File: config.mk
export PLATFORM = sky130hd
export DESIGN_NAME = mos6502s_alu_seq
export DESIGN_NICKNAME = d
export VERILOG_FILES = /design/src/rtl/mos6502s_alu_seq.sv
export SDC_FILE = /design/constraint.sdc
export NUM_CORES = 1
export LEC_CHECK = 0
export ABC_AREA = 1
export BUFFER_PORTS_ARGS = -buffer_cell sky130_fd_sc_hd__buf_4
export CAP_MARGIN = 20
export CORE_MARGIN = 1.5
export CORE_UTILIZATION = 55
export DETAILED_ROUTE_END_ITERATION = 6
export GPL_ROUTABILITY_DRIVEN = 0
export HOLD_SLACK_MARGIN = 0.02
export PLACE_DENSITY = 0.8
export SLEW_MARGIN = 20
export SYNTH_ARGS = -nofsm -noshare
export SYNTH_HDL_FRONTEND = slang
export SYNTH_SLANG_ARGS = --single-unit
File: constraint.sdc
create_clock -name clk -period 6.58 [get_ports clk]
set_input_delay 0.329 -clock clk [delete_from_list [all_inputs] [get_ports clk]]
set_output_delay 0.329 -clock clk [all_outputs]
set_load 0.05 [all_outputs]
File: src/rtl/mos6502s_alu_seq.sv
// Sequential 6502-style ALU: latches an operation, computes in EXEC, optionally
// applies decimal correction in ADJ, then pulses done and a register-file strobe in WB.
module mos6502s_alu_seq (
  input  logic       clk,
  input  logic       rst,
  input  logic       start,
  input  logic [3:0] op,
  input  logic [1:0] dest,
  input  logic [7:0] a_in,
  input  logic [7:0] b_in,
  input  logic       c_in,
  input  logic       d_flag,
  output logic       busy,
  output logic       done,
  output logic [7:0] result,
  output logic       load_a,
  output logic       load_x,
  output logic       load_y,
  output logic       flag_n,
  output logic       flag_z,
  output logic       flag_c,
  output logic       flag_v
);

  localparam logic [3:0] OpAdc = 4'd0;
  localparam logic [3:0] OpSbc = 4'd1;
  localparam logic [3:0] OpAnd = 4'd2;
  localparam logic [3:0] OpOra = 4'd3;
  localparam logic [3:0] OpEor = 4'd4;
  localparam logic [3:0] OpAsl = 4'd5;
  localparam logic [3:0] OpLsr = 4'd6;
  localparam logic [3:0] OpRol = 4'd7;
  localparam logic [3:0] OpRor = 4'd8;
  localparam logic [3:0] OpInc = 4'd9;
  localparam logic [3:0] OpDec = 4'd10;
  localparam logic [3:0] OpCmp = 4'd11;

  typedef enum logic [1:0] {StIdle, StExec, StAdj, StWb} state_e;

  state_e     r_state, w_state_next;
  logic [3:0] r_op;
  logic [1:0] r_dest;
  logic [7:0] r_a, r_b;
  logic       r_c, r_d, r_hc;
  logic [7:0] r_result;
  logic       r_n, r_z, r_c_flag, r_v;

  logic [7:0] w_b_eff, w_res, w_adj_res;
  logic       w_cin, w_hc, w_c, w_v, w_wr_res, w_adj_c, w_hi_fix;
  logic [8:0] w_sum, w_lo_adj;
  logic [4:0] w_low;
  logic       w_arith_sub, w_dec_op, w_ld_en;

  assign w_arith_sub = (r_op == OpSbc) || (r_op == OpCmp);
  assign w_b_eff     = w_arith_sub ? ~r_b : r_b;
  assign w_cin       = (r_op == OpCmp) ? 1'b1 : r_c;
  assign w_sum       = {1'b0, r_a} + {1'b0, w_b_eff} + {8'd0, w_cin};
  assign w_low       = {1'b0, r_a[3:0]} + {1'b0, w_b_eff[3:0]} + {4'd0, w_cin};
  assign w_hc        = w_low[4];
  assign w_dec_op    = r_d && ((r_op == OpAdc) || (r_op == OpSbc));

  always_comb begin
    w_res    = r_a;
    w_c      = r_c_flag;
    w_v      = r_v;
    w_wr_res = 1'b1;
    case (r_op)
      OpAdc, OpSbc, OpCmp: begin
        w_res    = w_sum[7:0];
        w_c      = w_sum[8];
        w_v      = (r_a[7] == w_b_eff[7]) && (w_sum[7] != r_a[7]);
        w_wr_res = (r_op != OpCmp);
      end
      OpAnd: w_res = r_a & r_b;
      OpOra: w_res = r_a | r_b;
      OpEor: w_res = r_a ^ r_b;
      OpAsl: begin w_res = {r_a[6:0], 1'b0}; w_c = r_a[7]; end
      OpLsr: begin w_res = {1'b0, r_a[7:1]}; w_c = r_a[0]; end
      OpRol: begin w_res = {r_a[6:0], r_c};  w_c = r_a[7]; end
      OpRor: begin w_res = {r_c, r_a[7:1]};  w_c = r_a[0]; end
      OpInc: w_res = r_a + 8'd1;
      OpDec: w_res = r_a - 8'd1;
      default: w_res = r_a;
    endcase
  end

  // Decimal correction works on the binary result and carry captured in EXEC.
  always_comb begin
    w_lo_adj  = {1'b0, r_result};
    w_hi_fix  = 1'b0;
    w_adj_res = r_result;
    w_adj_c   = r_c_flag;
    if (r_op == OpAdc) begin
      if ((r_result[3:0] > 4'd9) || r_hc) w_lo_adj = {1'b0, r_result} + 9'h006;
      w_hi_fix  = (w_lo_adj[7:4] > 4'd9) || r_c_flag || w_lo_adj[8];
      w_adj_res = w_lo_adj[7:0] + (w_hi_fix ? 8'h60 : 8'h00);
      w_adj_c   = w_hi_fix;
    end else begin
      w_adj_res = r_result - (r_hc ? 8'h00 : 8'h06) - (r_c_flag ? 8'h00 : 8'h60);
    end
  end

  always_comb begin
    w_state_next = r_state;
    unique case (r_state)
      StIdle: if (start) w_state_next = StExec;
      StExec: w_state_next = w_dec_op ? StAdj : StWb;
      StAdj:  w_state_next = StWb;
      StWb:   w_state_next = StIdle;
      default: w_state_next = StIdle;
    endcase
  end

  always_ff @(posedge clk or posedge rst) begin
    if (rst) begin
      r_state  <= StIdle;
      r_op     <= 4'd0;
      r_dest   <= 2'd0;
      r_a      <= 8'd0;
      r_b      <= 8'd0;
      r_c      <= 1'b0;
      r_d      <= 1'b0;
      r_hc     <= 1'b0;
      r_result <= 8'd0;
      r_n      <= 1'b0;
      r_z      <= 1'b0;
      r_c_flag <= 1'b0;
      r_v      <= 1'b0;
    end else begin
      r_state <= w_state_next;
      if (r_state == StIdle && start) begin
        r_op   <= op;
        r_dest <= dest;
        r_a    <= a_in;
        r_b    <= b_in;
        r_c    <= c_in;
        r_d    <= d_flag;
      end
      if (r_state == StExec) begin
        if (w_wr_res) r_result <= w_res;
        r_n      <= w_res[7];
        r_z      <= (w_res == 8'd0);
        r_c_flag <= w_c;
        r_v      <= w_v;
        r_hc     <= w_hc;
      end
      if (r_state == StAdj) begin
        r_result <= w_adj_res;
        r_c_flag <= w_adj_c;
      end
    end
  end

  assign w_ld_en = (r_state == StWb) && (r_op != OpCmp);
  assign busy    = (r_state != StIdle);
  assign done    = (r_state == StWb);
  assign load_a  = w_ld_en && (r_dest == 2'd0);
  assign load_x  = w_ld_en && (r_dest == 2'd1);
  assign load_y  = w_ld_en && (r_dest == 2'd2);
  assign result  = r_result;
  assign flag_n  = r_n;
  assign flag_z  = r_z;
  assign flag_c  = r_c_flag;
  assign flag_v  = r_v;

endmodule

==> run_results.csv <==
group,metric,value,unit
logic_synthesis,synth.distinct_cells,40,
setup_path,worstRegToRegCells,16,
setup_path,reg2reg_to,"result[4]",
setup_path,critPathCapture,"result[4]",
grt,antenna_found_initial,0,
placement,dp_hpwl,7880,microns
clocking,numCtsBuffers,5,
setup_path,critPathRequiredTime,6.77,ns
timing,post-route-period-util,0.499,
timing,skew,0.00905,ns
floorplan,die_w,87.3,microns
cells_and_area,register_area,976,sq um
cells_and_area,fill_cells,637,
setup_path,endpoint_kind,"flop",
clocking,cts_num_sinks,39,
logic_synthesis,syn_nets,652,
setup_path,path_common_cell,"inv_1",
grt,grt_pass1_vias,3830,
setup_path,critPathKind,"flop to flop",
clocking,cts-root-buf,"clkbuf_8",
logic_synthesis,yosys_warnings,0,
floorplan,io_pins,44,
logic_synthesis,yosysSeqAreaShare,0.250,
cells_and_area,layout.nets,696,
detailed_routing,ant_nets,0,
placement,numPortBuffers,43,
grt,grt_pass1_wl,17200,microns
setup_path,crit_fanout,8,
timing,holdWs,0.158,ns
grt,grt-ovfl-total,0,
detailed_routing,drtIter0Drc,253,
setup_path,worstPathArrival,3.47,ns
detailed_routing,route.detailed.drc,0,
cells_and_area,multiInputGateArea,0.00255,sq mm
setup_path,rrSetupSlack,3.29,ns
run_status,outcome,"complete, no violations",
grt,grt_use_total,0.283,
setup_path,cp_cell_sequence,"inv_1 -> nand2_1 -> o31ai_4 -> xor2_1 -> inv_1 -> fa_1 -> inv_1 -> fa_1 -> nor2_1 -> nor2_1 -> o21bai_1 -> or2_2 -> nand2_1 -> nand4_1 -> o21ai_0 -> o21ai_1",
cells_and_area,drive_gt1_frac,0.127,
timing,slew_violations,0,
grt,grt_max_degree,48,
detailed_routing,viasPerCell,5.58,
detailed_routing,routed-via-count,4003,
clocking,cts_tree,"yes",
logic_synthesis,syn_inst,579,
timing,worst_pin_slew,0.647,ns
timing,setup-tns-final,0,ns
clocking,h-tree-depth,2,
setup_path,cp_slowest_cell,"o31ai_4",
detailed_routing,wl_per_cell,14.3,microns
logic_synthesis,ys_ff_latch,39,
timing,setup_viol,0,
logic_synthesis,synth_top_cell_area_share,0.250,
timing,slew_headroom,0.567,
logic_synthesis,yosys.area.top_type,"dfrtp_1",
clocking,clk_latency,0.30,ns
clocking,post-cts-setup-buffers,0,
hold_path,hold_path.class,"input pin to asynchronous set/reset pin",
timing,hold_violations,0,
setup_path,critPathLaunchType,"flop",
setup_path,rr_startpoint,"r_op[2]",
floorplan,start_util,0.572,
floorplan,die-height,87.3,microns
floorplan,dieArea,0.00762,sq mm
logic_synthesis,yosys-top-cells-area,"dfrtp_1 25%, ha_1 14%, nand2_1 13%",
floorplan,rows,30,
setup_path,crit_path_start,"r_op[2]",
setup_path,slowest_delay,0.48,ns
detailed_routing,drt_wl_total,10300,microns
cells_and_area,num_antenna_cells,0,
clocking,cts_max_path_buffers,2,
detailed_routing,drt_first_pass_iters,6,
logic_synthesis,syn_area,0.00391,sq mm
timing,fin_crit,3.29,ns
floorplan,core,0.00683,sq mm
clocking,cts_resized,0,
flow_run,cap_violations,0,
clocking,cts_hold_buf,0,
clocking,clk_pin_slew,0.08,ns
logic_synthesis,avgSynthCellArea,6.75,sq um
timing,rsz0062_at_grt,"false",
cells_and_area,syn_to_final_growth,12.7,%
timing,fmax,304,MHz
cells in the mapped netlist:
cell type / n
a211oi_1: 3
a21oi_1: 42
a22oi_1: 1
a31oi_1: 4
a41oi_1: 3
buf_1: 3
buf_2: 1
buf_6: 1
clkbuf_1: 3
clkinv_1: 3
dfrtp_1: 39
fa_1: 3
ha_1: 43
inv_1: 86
inv_2: 3
mux2_2: 1
nand2_1: 132
nand2_2: 11
nand2_4: 2
nand3_1: 37
nand3_2: 3
nand3b_1: 1
nand4_1: 6
nor2_1: 69
nor2_2: 3
nor2_4: 2
nor3_1: 5
nor3b_1: 1
o211ai_1: 5
o21ai_0: 33
o21ai_1: 3
o21bai_1: 1
o21bai_2: 1
o221ai_1: 3
o311ai_0: 1
o31ai_4: 1
o41ai_1: 1
or2_2: 1
xnor2_1: 2
xor2_1: 16
final cells by class:
cell class	count	share of cell area
multi-input cells	440	0.578
flip-flops and latches	39	0.222
inverters	92	0.0785
repair buffers	45	0.0767
well taps	96	0.0273
clock buffers	5	0.0156
clock inverters	1	0.00171
worst max-delay path: cells and delay by family, from the launching register on:
family / cells / cell delay, ns
xor gates and xnor gates: 1 / 0.18
AOI/OAI and AO/OA: 4 / 0.86
and+or+nand+nor: 6 / 0.74
adders and majority gates: 2 / 0.63
DFF: 1 / 0.45
buffers and inverters: 3 / 0.32
sequential cells by signal, indices dropped and copies added, names as in the netlist:
| name | cells |
|---|---|
| flag_n | 1 |
| r_c | 1 |
| flag_z | 1 |
| r_dest | 2 |
| r_a | 8 |
| r_b | 8 |
| r_hc | 1 |
| r_state | 2 |
| r_d | 1 |
| result | 8 |
| flag_c | 1 |
| flag_v | 1 |
| r_op | 4 |
worst min path at each step:
stage	start	end	slack, ns	depth (start not counted)
2_1_floorplan	r_d	r_d	0.48	2
3_3_place_gp	rst	r_dest[1]	0.47	3
3_5_place_dp	rst	r_dest[0]	0.49	3
4_1_cts	rst	r_dest[0]	0.18	3
5_1_grt	rst	r_dest[1]	0.21	3
6_report	rst	r_dest[0]	0.16	3
cell families (layout without fill, tap and decap cells):
logic type	count (synthesis)	after routing	synth area share
XOR/XNOR	18	18	0.0404
multiplexers	1	1	0.00288
buffers and inverters	100	143	0.0983
AO/OA/AOI/OAI	102	102	0.152
AND/OR/NAND/NOR	273	273	0.304
adder cells (fa/ha/maj)	46	46	0.153
flip-flops	39	39	0.250
layer usage:
metal  track usage  vias up  routed length, microns
met5             0        -                       0
met4         0.128        0                     488
met3        0.0427       51                     730
met2         0.476      181                    4730
met1         0.359     1823                    4330
li1              -     1948                       -
placed cells by master (no fill, tap or decap), types with 4 or more instances in the layout:
cell | netlist | layout
nand2_1 | 132 | 132
inv_1 | 86 | 86
nor2_1 | 69 | 69
buf_4 | 0 | 45
ha_1 | 43 | 43
a21oi_1 | 42 | 42
dfrtp_1 | 39 | 39
nand3_1 | 37 | 37
o21ai_0 | 33 | 33
xor2_1 | 16 | 16
nand2_2 | 11 | 11
nand4_1 | 6 | 6
o211ai_1 | 5 | 5
nor3_1 | 5 | 5
clkbuf_8 | 0 | 5
a31oi_1 | 4 | 4
per-stage QoR:
step / setup slack, ns / std cells / cell area [sq um] / utilization
after detailed placement: 3.39 / 712 / 4330 / 0.633
after floorplan: 3.39 / 579 / 3910 / -
final: 3.29 / 718 / 4400 / 0.644
after global routing: 3.01 / 718 / 4400 / 0.644
after global placement: 3.48 / 712 / 4330 / 0.633
after CTS: 3.33 / 718 / 4400 / 0.644
Power is left out: the tool's default activity adds up to more than one toggle a clock period on the data nets, which glitch-free logic cannot reach.
